File: src/rtl/div_unit_seq.sv
// -----------------------------------------------------------------------------
// div_unit_seq
//   Sequential signed divider for the multicycle CPU's DIV instruction.
//   It resolves one quotient bit per cycle using the restoring algorithm on
//   operand magnitudes, then applies the result signs in a final step.
//   LO receives the quotient and HI receives the remainder. The quotient
//   truncates toward zero, and the remainder takes the dividend's sign.
//   A zero divisor does not divide. It takes a short error path that pulses
//   done together with div_zero, and it leaves HI and LO untouched.
//
// Ports
//   clock     in   1      system clock, rising edge
//   reset     in   1      asynchronous, active-high; clears all state
//   start     in   1      request, sampled only while idle
//   a_in      in   WIDTH  dividend (two's complement), sampled with start
//   b_in      in   WIDTH  divisor  (two's complement), sampled with start
//   hi_out    out  WIDTH  remainder register
//   lo_out    out  WIDTH  quotient register
//   busy      out  1      high while an operation is in progress
//   done      out  1      one-cycle pulse when the operation ends
//   div_zero  out  1      one-cycle pulse with done when the divisor was zero
// -----------------------------------------------------------------------------
module div_unit_seq #(
  parameter int WIDTH = 32
) (
  input  logic             clock,
  input  logic             reset,
  input  logic             start,
  input  logic [WIDTH-1:0] a_in,
  input  logic [WIDTH-1:0] b_in,
  output logic [WIDTH-1:0] hi_out,
  output logic [WIDTH-1:0] lo_out,
  output logic             busy,
  output logic             done,
  output logic             div_zero
);

  localparam int CNT_W = (WIDTH > 1) ? $clog2(WIDTH) : 1;
  localparam logic [CNT_W-1:0] LAST_STEP = CNT_W'(WIDTH - 1);

  typedef enum logic [1:0] {IDLE, CALC, FIX, ERR} state_t;

  state_t state_reg, state_next;

  // dvd_reg starts as |dividend|. Quotient bits shift into it from the
  // bottom, so after WIDTH steps it holds the unsigned quotient.
  logic [WIDTH-1:0] dvd_reg;
  // The divisor and the partial remainder carry one extra bit. This lets
  // |-2^(W-1)| be represented exactly. It also keeps the shifted remainder
  // (which is always < 2*|divisor|) from overflowing.
  logic [WIDTH:0]   dvs_reg;
  logic [WIDTH:0]   rem_reg;
  logic [CNT_W-1:0] count_reg;
  logic             sign_q_reg;
  logic             sign_r_reg;

  logic [WIDTH:0]   a_ext, b_ext;
  logic [WIDTH:0]   a_mag, b_mag;
  logic [WIDTH:0]   rem_shift;
  logic [WIDTH:0]   rem_diff;
  logic             q_bit;

  // Operand magnitudes and one restoring step.
  always_comb begin
    a_ext     = {a_in[WIDTH-1], a_in};
    b_ext     = {b_in[WIDTH-1], b_in};
    a_mag     = a_in[WIDTH-1] ? -a_ext : a_ext;
    b_mag     = b_in[WIDTH-1] ? -b_ext : b_ext;
    rem_shift = {rem_reg[WIDTH-1:0], dvd_reg[WIDTH-1]};
    rem_diff  = rem_shift - dvs_reg;
    q_bit     = (rem_shift >= dvs_reg);
  end

  // State register
  always_ff @(posedge clock or posedge reset) begin
    if (reset) begin
      state_reg <= IDLE;
    end else begin
      state_reg <= state_next;
    end
  end

  // Next-state logic
  always_comb begin
    state_next = state_reg;
    case (state_reg)
      IDLE: begin
        if (start) begin
          state_next = (b_in == '0) ? ERR : CALC;
        end
      end
      CALC: begin
        if (count_reg == LAST_STEP) begin
          state_next = FIX;
        end
      end
      FIX:     state_next = IDLE;
      ERR:     state_next = IDLE;
      default: state_next = IDLE;
    endcase
  end

  // busy drops on the same edge at which done rises. This lets a new
  // start be issued during the done cycle.
  assign busy = (state_reg != IDLE);

  // Datapath and registered outputs
  always_ff @(posedge clock or posedge reset) begin
    if (reset) begin
      dvd_reg    <= '0;
      dvs_reg    <= '0;
      rem_reg    <= '0;
      count_reg  <= '0;
      sign_q_reg <= 1'b0;
      sign_r_reg <= 1'b0;
      hi_out     <= '0;
      lo_out     <= '0;
      done       <= 1'b0;
      div_zero   <= 1'b0;
    end else begin
      done     <= 1'b0;
      div_zero <= 1'b0;
      case (state_reg)
        IDLE: begin
          if (start && (b_in != '0)) begin
            dvd_reg    <= a_mag[WIDTH-1:0];
            dvs_reg    <= b_mag;
            rem_reg    <= '0;
            count_reg  <= '0;
            sign_q_reg <= a_in[WIDTH-1] ^ b_in[WIDTH-1];
            sign_r_reg <= a_in[WIDTH-1];
          end
        end
        CALC: begin
          rem_reg   <= q_bit ? rem_diff : rem_shift;
          dvd_reg   <= {dvd_reg[WIDTH-2:0], q_bit};
          count_reg <= count_reg + CNT_W'(1);
        end
        FIX: begin
          // Both result registers update together, here and nowhere else.
          // For the most negative value divided by -1, the quotient
          // magnitude is 2^(W-1). Its sign is positive, so it is written
          // unchanged and reads back as 0x80..0.
          lo_out <= sign_q_reg ? -dvd_reg : dvd_reg;
          hi_out <= sign_r_reg ? -rem_reg[WIDTH-1:0] : rem_reg[WIDTH-1:0];
          done   <= 1'b1;
        end
        ERR: begin
          done     <= 1'b1;
          div_zero <= 1'b1;
        end
        default: ;
      endcase
    end
  end

endmodule

File: config.mk
export PLATFORM = sky130hd
export DESIGN_NAME = div_unit_seq
export DESIGN_NICKNAME = d
export VERILOG_FILES = /design/src/rtl/div_unit_seq.sv
export SDC_FILE = /design/constraint.sdc
export NUM_CORES = 1
export LEC_CHECK = 0
export BUFFER_PORTS_ARGS = -buffer_cell sky130_fd_sc_hd__buf_2
export CORE_AREA = 2 2 180 182
export CTS_CLUSTER_DIAMETER = 120
export DETAILED_ROUTE_END_ITERATION = 16
export DIE_AREA = 0 0 182 184
export GPL_ROUTABILITY_DRIVEN = 0
export GPL_TIMING_DRIVEN = 0
export PLACE_DENSITY_LB_ADDON = 0.12
export RECOVER_POWER = 25
export SYNTH_ARGS = -nofsm -noshare
export SYNTH_HDL_FRONTEND = slang
export SYNTH_SLANG_ARGS = --single-unit
File: constraint.sdc
create_clock -name clock -period 10.25 [get_ports clock]
set_clock_uncertainty 0.2 [all_clocks]
set_input_delay 0.5125 -clock clock [delete_from_list [all_inputs] [get_ports clock]]
set_output_delay 0.5125 -clock clock [all_outputs]
set_load 0.02 [all_outputs]
# After elaboration in Yosys (flattened, before gate mapping)
# Index checks and enable logic that the tools add are counted.
word_totals:
  reg_bits: 172
  latch_bits: 0
  ram_bits: 0
  rom_bits: 0
  input_bits: 67
  output_inout_bits: 67
  n_memories: 0
classes:
  add_sub_neg: 6
  multipliers: 0
  div_mod_pow: 0
  n_lt_le_gt_ge: 1
  eq_ne: 7
  n_shift: 0
  muxes: 17
  bitwise: 1
  n_reduce_logical: 10
op_table:
  columns: ["operator", "count"]
  rows:
  - ["$mux W32", 6]
  - ["$pmux W32 S2", 2]
  - ["$neg A32 Y32", 3]
  - ["$ge A33 B33 Y1", 1]
  - ["$mux W33", 1]
  - ["$neg A33 Y33", 1]
  - ["$logic_not A32 Y1", 1]
  - ["$reduce_bool A32 Y1", 1]
  - ["$sub A32 B32 Y32", 1]
  - ["$pmux W5 S2", 1]
  - ["$mux W2", 3]
  - ["$ne A2 B2 Y1 const B", 3]
  - ["$pmux W2 S3", 1]
  - ["$reduce_and A2 Y1", 3]
  - ["$add A5 B1 Y5 const B", 1]
  - ["$eq A5 B5 Y1 const B", 1]
  - ["$mux W5", 1]
  - ["$eq A2 B2 Y1 const B", 2]
  - ["$reduce_bool A2 Y1", 2]
  - ["$eq A2 B1 Y1 const B", 1]
  - ["$logic_not A2 Y1", 1]
  - ["$mux W1", 2]
  - ["$reduce_or A2 Y1", 1]
  - ["$logic_and A1 B1 Y1", 1]
  - ["$xor A1 B1 Y1", 1]

# Longest topological paths before layout
logic_depth:
  depth_word: 4
  depth_mapped: 14
  depth_no_buf: 13

# Least setup slack after synthesis
# Ideal clock, no wire load.
synth_timing:
  kind: "register to register"
  from: "register rem_reg[15]"
  to: "register rem_reg[3]"
  t_arrival_ps: 3033
  required_time_ps: 9981
  slack_ps: 6948
  stages_incl_launch_ff: 13
  path_buffers: 3
  path_cell_list: "dfrtp_1 > ha_1 > clkbuf_1 > and4_1 > nand3_1 > or3_1 > o31ai_1 > nor2_1 > o211ai_1 > clkbuf_1 > buf_1 > nand3_1 > nand3_1"
synth_via:
  elab_chain_cells: 3
synth_lines:
  columns: ["item", "line", "text"]
  rows:
  - ["start: declaration", "52", "logic [WIDTH:0] rem_reg;"]
  - ["start signal: assignment", "135", "rem_reg <= q_bit ? rem_diff : rem_shift;"]
  - ["$ge A33 B33 Y1", "71", "q_bit = (rem_shift >= dvs_reg);"]
  - ["$mux W32", "135", null]
  - ["$pmux W32 S2", "123", "case (state_reg)"]
# Every way passes these cells.
# A chain may end at the register's enable or synchronous reset.

# Final worst setup path
layout_timing:
  from: "register rem_reg[15]"
  to: "register rem_reg[11]"
# The elaborated chain is that of the path after synthesis.

==> results.tsv <==
stage	metric	value	unit
logic_synthesis	syn avg cell area	8.685	um^2
logic_synthesis	Mapped Nets	1362	
cells_and_area	Area Growth Syn to Fin	15.82	%
setup_path	critical path arrival	4.29	ns
placement	hpwl dp	25930	um
logic_synthesis	Post-synth EDFFs	0	
timing	RSZ-0062 raised after global routing	false	
setup_path	crit-path max cell delay	0.50	ns
placement	port buffer count	133	
cells_and_area	Final #Nets	1516	
timing	final hold slack	0.1507	ns
pwr	Gate power share	56.1	%
cells_and_area	fraction of layout cells with a size suffix above 1	10.20	%
pwr	PD cells	345.4	nW/um^2
grt	total gr overflow	0	
logic_synthesis	Seq cells post-synth	172	
logic_synthesis	Async SR Flop Fraction	100.0	%
clock_tree	htree depth	4	
routing	TritonRoute pass-1 iters	5	
grt	antenna violations before repair	0	
floorplanning	I/O pin count	134	
hold_path	hold path depth	3	
pwr	VDD IR max	0.1421	mV
clock_tree	CTS root buf	clkbuf_16	
logic_synthesis	largest cells by area after synthesis	dfrtp_1 39%, xor2_1 8.6%, o21ai_0 7.9%	
clock_tree	clock edge transition at the registers on the reported setup and hold paths	0.07	ns
setup_path	Worst Path Class, Setup	flop to flop	
setup_path	Worst Setup SP	rem_reg[15]	
logic_synthesis	post-synthesis cell type count	64	
floorplanning	Die Height	184	um
setup_path	cell repeated most along the worst path	nand3_1	
logic_synthesis	ys flop type	dfrtp_1	
floorplanning	Die X	182	um
timing	Final Hold Fails	0	
cells_and_area	number of flip-flops in the largest register	33	
timing	fmax	242.5	MHz
placement	Placed Cells	1791	
routing	DR vias/cell	5.248	
run_status	status	finished with violations	
timing	setup violators final	0	
setup_path	FF-to-FF End	rem_reg[11]	
clock_tree	Skew-Pair Late Insertion Delay	0.44	ns
timing	setup TNS	0	ns
setup_path	reg2reg start	rem_reg[15]	
pwr	Int Pwr	2256	uW
setup_path	Slowest-stage cell, CP	dfrtp_1	
timing	relative slew slack	-53.84	%
run_status	failing checks	max-capacitance violations, max-slew violations	
clock_tree	post-CTS setup buffers	0	
floorplanning	core box area	31390	um^2
setup_path	slack of the worst reg-to-reg path	6.13	ns
grt	vias in the first global route	9254	
routing	Detail Route Antenna Nets	0	
floorplanning	std cell rows	65	
setup_path	worst-path cell chain	ha_1 -> clkbuf_1 -> and4_1 -> nand3_1 -> or3_1 -> o31ai_1 -> nor2_1 -> o211ai_1 -> clkbuf_1 -> buf_1 -> nand3_1 -> nand3_1	
clock_tree	CTS tree	done	
routing	Via Count	9573	
logic_synthesis	Synth Cell Area	10900	um^2
logic_synthesis	fraction of post-synthesis cell area in the top cell type by area	39.49	%
floorplanning	starting density of the core	34.72	%
floorplanning	Die Footprint	33490	um^2
timing	worst-margin pin slew	2.295	ns
cells_and_area	ANT cells	0	
timing	fin crit share	40.23	%
job	max-cap violation count	1	
logic_synthesis	Ys Warns	0	
pwr	P_sw	2104	uW
routing	Iter 0 DRT Violations	652	
setup_path	Reg2Reg Depth	12	
grt	first-pass GRT wire length	52180	um
cells_and_area	Post-Layout Cell Count	1824	
pwr	LEAKAGE	0.005442	uW
pwr	Net Sw Frac	48.25	%
clock_tree	clock sinks	172	
timing	Slew Viols, Final	50	
setup_path	CP required	10.42	ns
routing	Final Routed Wirelength	33100	um
setup_path	Critical Path Sink Type	flop	
hold_path	Hold Path Class	primary input to flop	
setup_path	Worst setup SP type	flop	
routing	DRC violations left	0	
logic_synthesis	cells after synthesis	1255	
routing	wire per inst	18.15	um
setup_path	Worst Path Max Fanout	10	
grt	pin count of the biggest net entering global routing	124	
timing	fin crit period	4.124	ns
setup_path	critical path endpoint	rem_reg[11]	
clock_tree	Max clock buf depth	2	
clock_tree	Num CTS Buffers	17	
grt	GRT Overall Usage	20.04	%
pwr	Clk network pwr share	15.0	%
logic_synthesis	Yosys top cell by area	dfrtp_1	
pwr	Flop pwr share	28.9	%
logic_synthesis	Seq/Total Area, Yosys	39.49	%
critical path: cells and delay by family (launching register included):
family / cells / cell delay, ns
AO/OA/AOI/OAI: 2 / 0.63
AND/OR/NAND/NOR: 6 / 1.22
buffers and inverters: 3 / 1.19
adder cells (fa/ha/maj): 1 / 0.33
flip-flops: 1 / 0.50
routing by layer:
| layer | up-vias | wire [um] | global-route usage, % |
|---|---|---|---|
| met5 | - | 0 | 0 |
| met4 | 0 | 743 | 6.032 |
| met3 | 36 | 1131 | 2.476 |
| met1 | 4543 | 15770 | 27.15 |
| li1 | 4794 | - | - |
| met2 | 200 | 15450 | 33.54 |
cells in the final DEF, fill, tap and decap left out, types with 11 or more instances in the layout:
cell type,count
a21o_1,11
a21oi_1,33
a221o_1,24
buf_2,92
clkbuf_1,101
clkbuf_16,17
dfrtp_1,172
ha_1,39
inv_1,46
nand2_1,187
nand2b_1,12
nand3_1,79
nor2_1,59
o21ai_0,171
o31ai_1,32
o41ai_1,16
or3_1,15
or4_1,15
xnor2_1,42
xor2_1,107
timing repair:
action                    CTS  global route
hold endpoints to repair   49             0
gates resized for setup     0             0
hold buffers                1             0
power by group through the flow:
stage,combinational (uW),sequential [uW],clock (uW)
6_report,2450,1260,653
5_1_grt,2760,1300,694
4_1_cts,2470,1250,665
3_5_place_dp,2460,1270,0
3_3_place_gp,2440,1260,0
2_1_floorplan,1790,1210,0
logic make-up (layout without fill, tap and decap cells):
family,Yosys count,after routing,synth area share (%)
AO/OA/AOI/OAI,350,350,20.81
XOR/XNOR,149,149,11.97
adder cells (fa/ha/maj),40,40,4.661
buffers and inverters,117,284,4.477
flip-flops,172,172,39.49
multiplexers,5,5,0.4592
AND/OR/NAND/NOR,422,422,18.13
cells in the mapped netlist, types with 6 or more instances:
master	n
or3_1	15
xor2_1	107
a21o_1	11
nand2_1	187
nor3_1	9
o31ai_1	32
dfrtp_1	172
nand4_1	9
a221o_1	24
xnor2_1	42
a32oi_1	7
or4_1	15
nand3_1	79
nor4_1	6
nor2b_1	7
buf_2	9
a21oi_1	33
clkbuf_1	51
o21a_1	8
a211oi_1	6
inv_1	47
o21ai_0	171
nor2_1	59
o41ai_1	16
buf_1	6
nand2b_1	12
ha_1	39
layout make-up:
cell class / count / area (um^2)
clock inverter: 15 / 153.9
fill: 3278 / 18770
sequential: 172 / 4304
buffer: 70 / 311.5
multi-input combinational: 966 / 6107
tap: 402 / 503.0
clock buffer: 17 / 425.4
timing repair buffer: 135 / 640.6
inverter: 47 / 177.7
per-stage QoR:
step	utilization (%)	total power (uW)	setup WS, ns	cell area, um^2
floorplan	-	3001	4.877	10900
finish	40.21	4360	6.126	12620
CTS	40.43	4387	6.133	12690
global route	40.21	4749	5.835	12620
detailed placement	38.55	3724	5.772	12100
global placement	38.44	3702	2.607	12070
worst min-delay path by stage:
stage,from,endpoint
CTS,a_in[24],dvd_reg[24]
global placement,lo_out[21],lo_out[21]
detailed placement,lo_out[12],lo_out[12]
finish,a_in[24],dvd_reg[24]
floorplan,dvs_reg[10],dvs_reg[10]
global route,a_in[24],dvd_reg[24]
(Power assumes the default switching activity.)
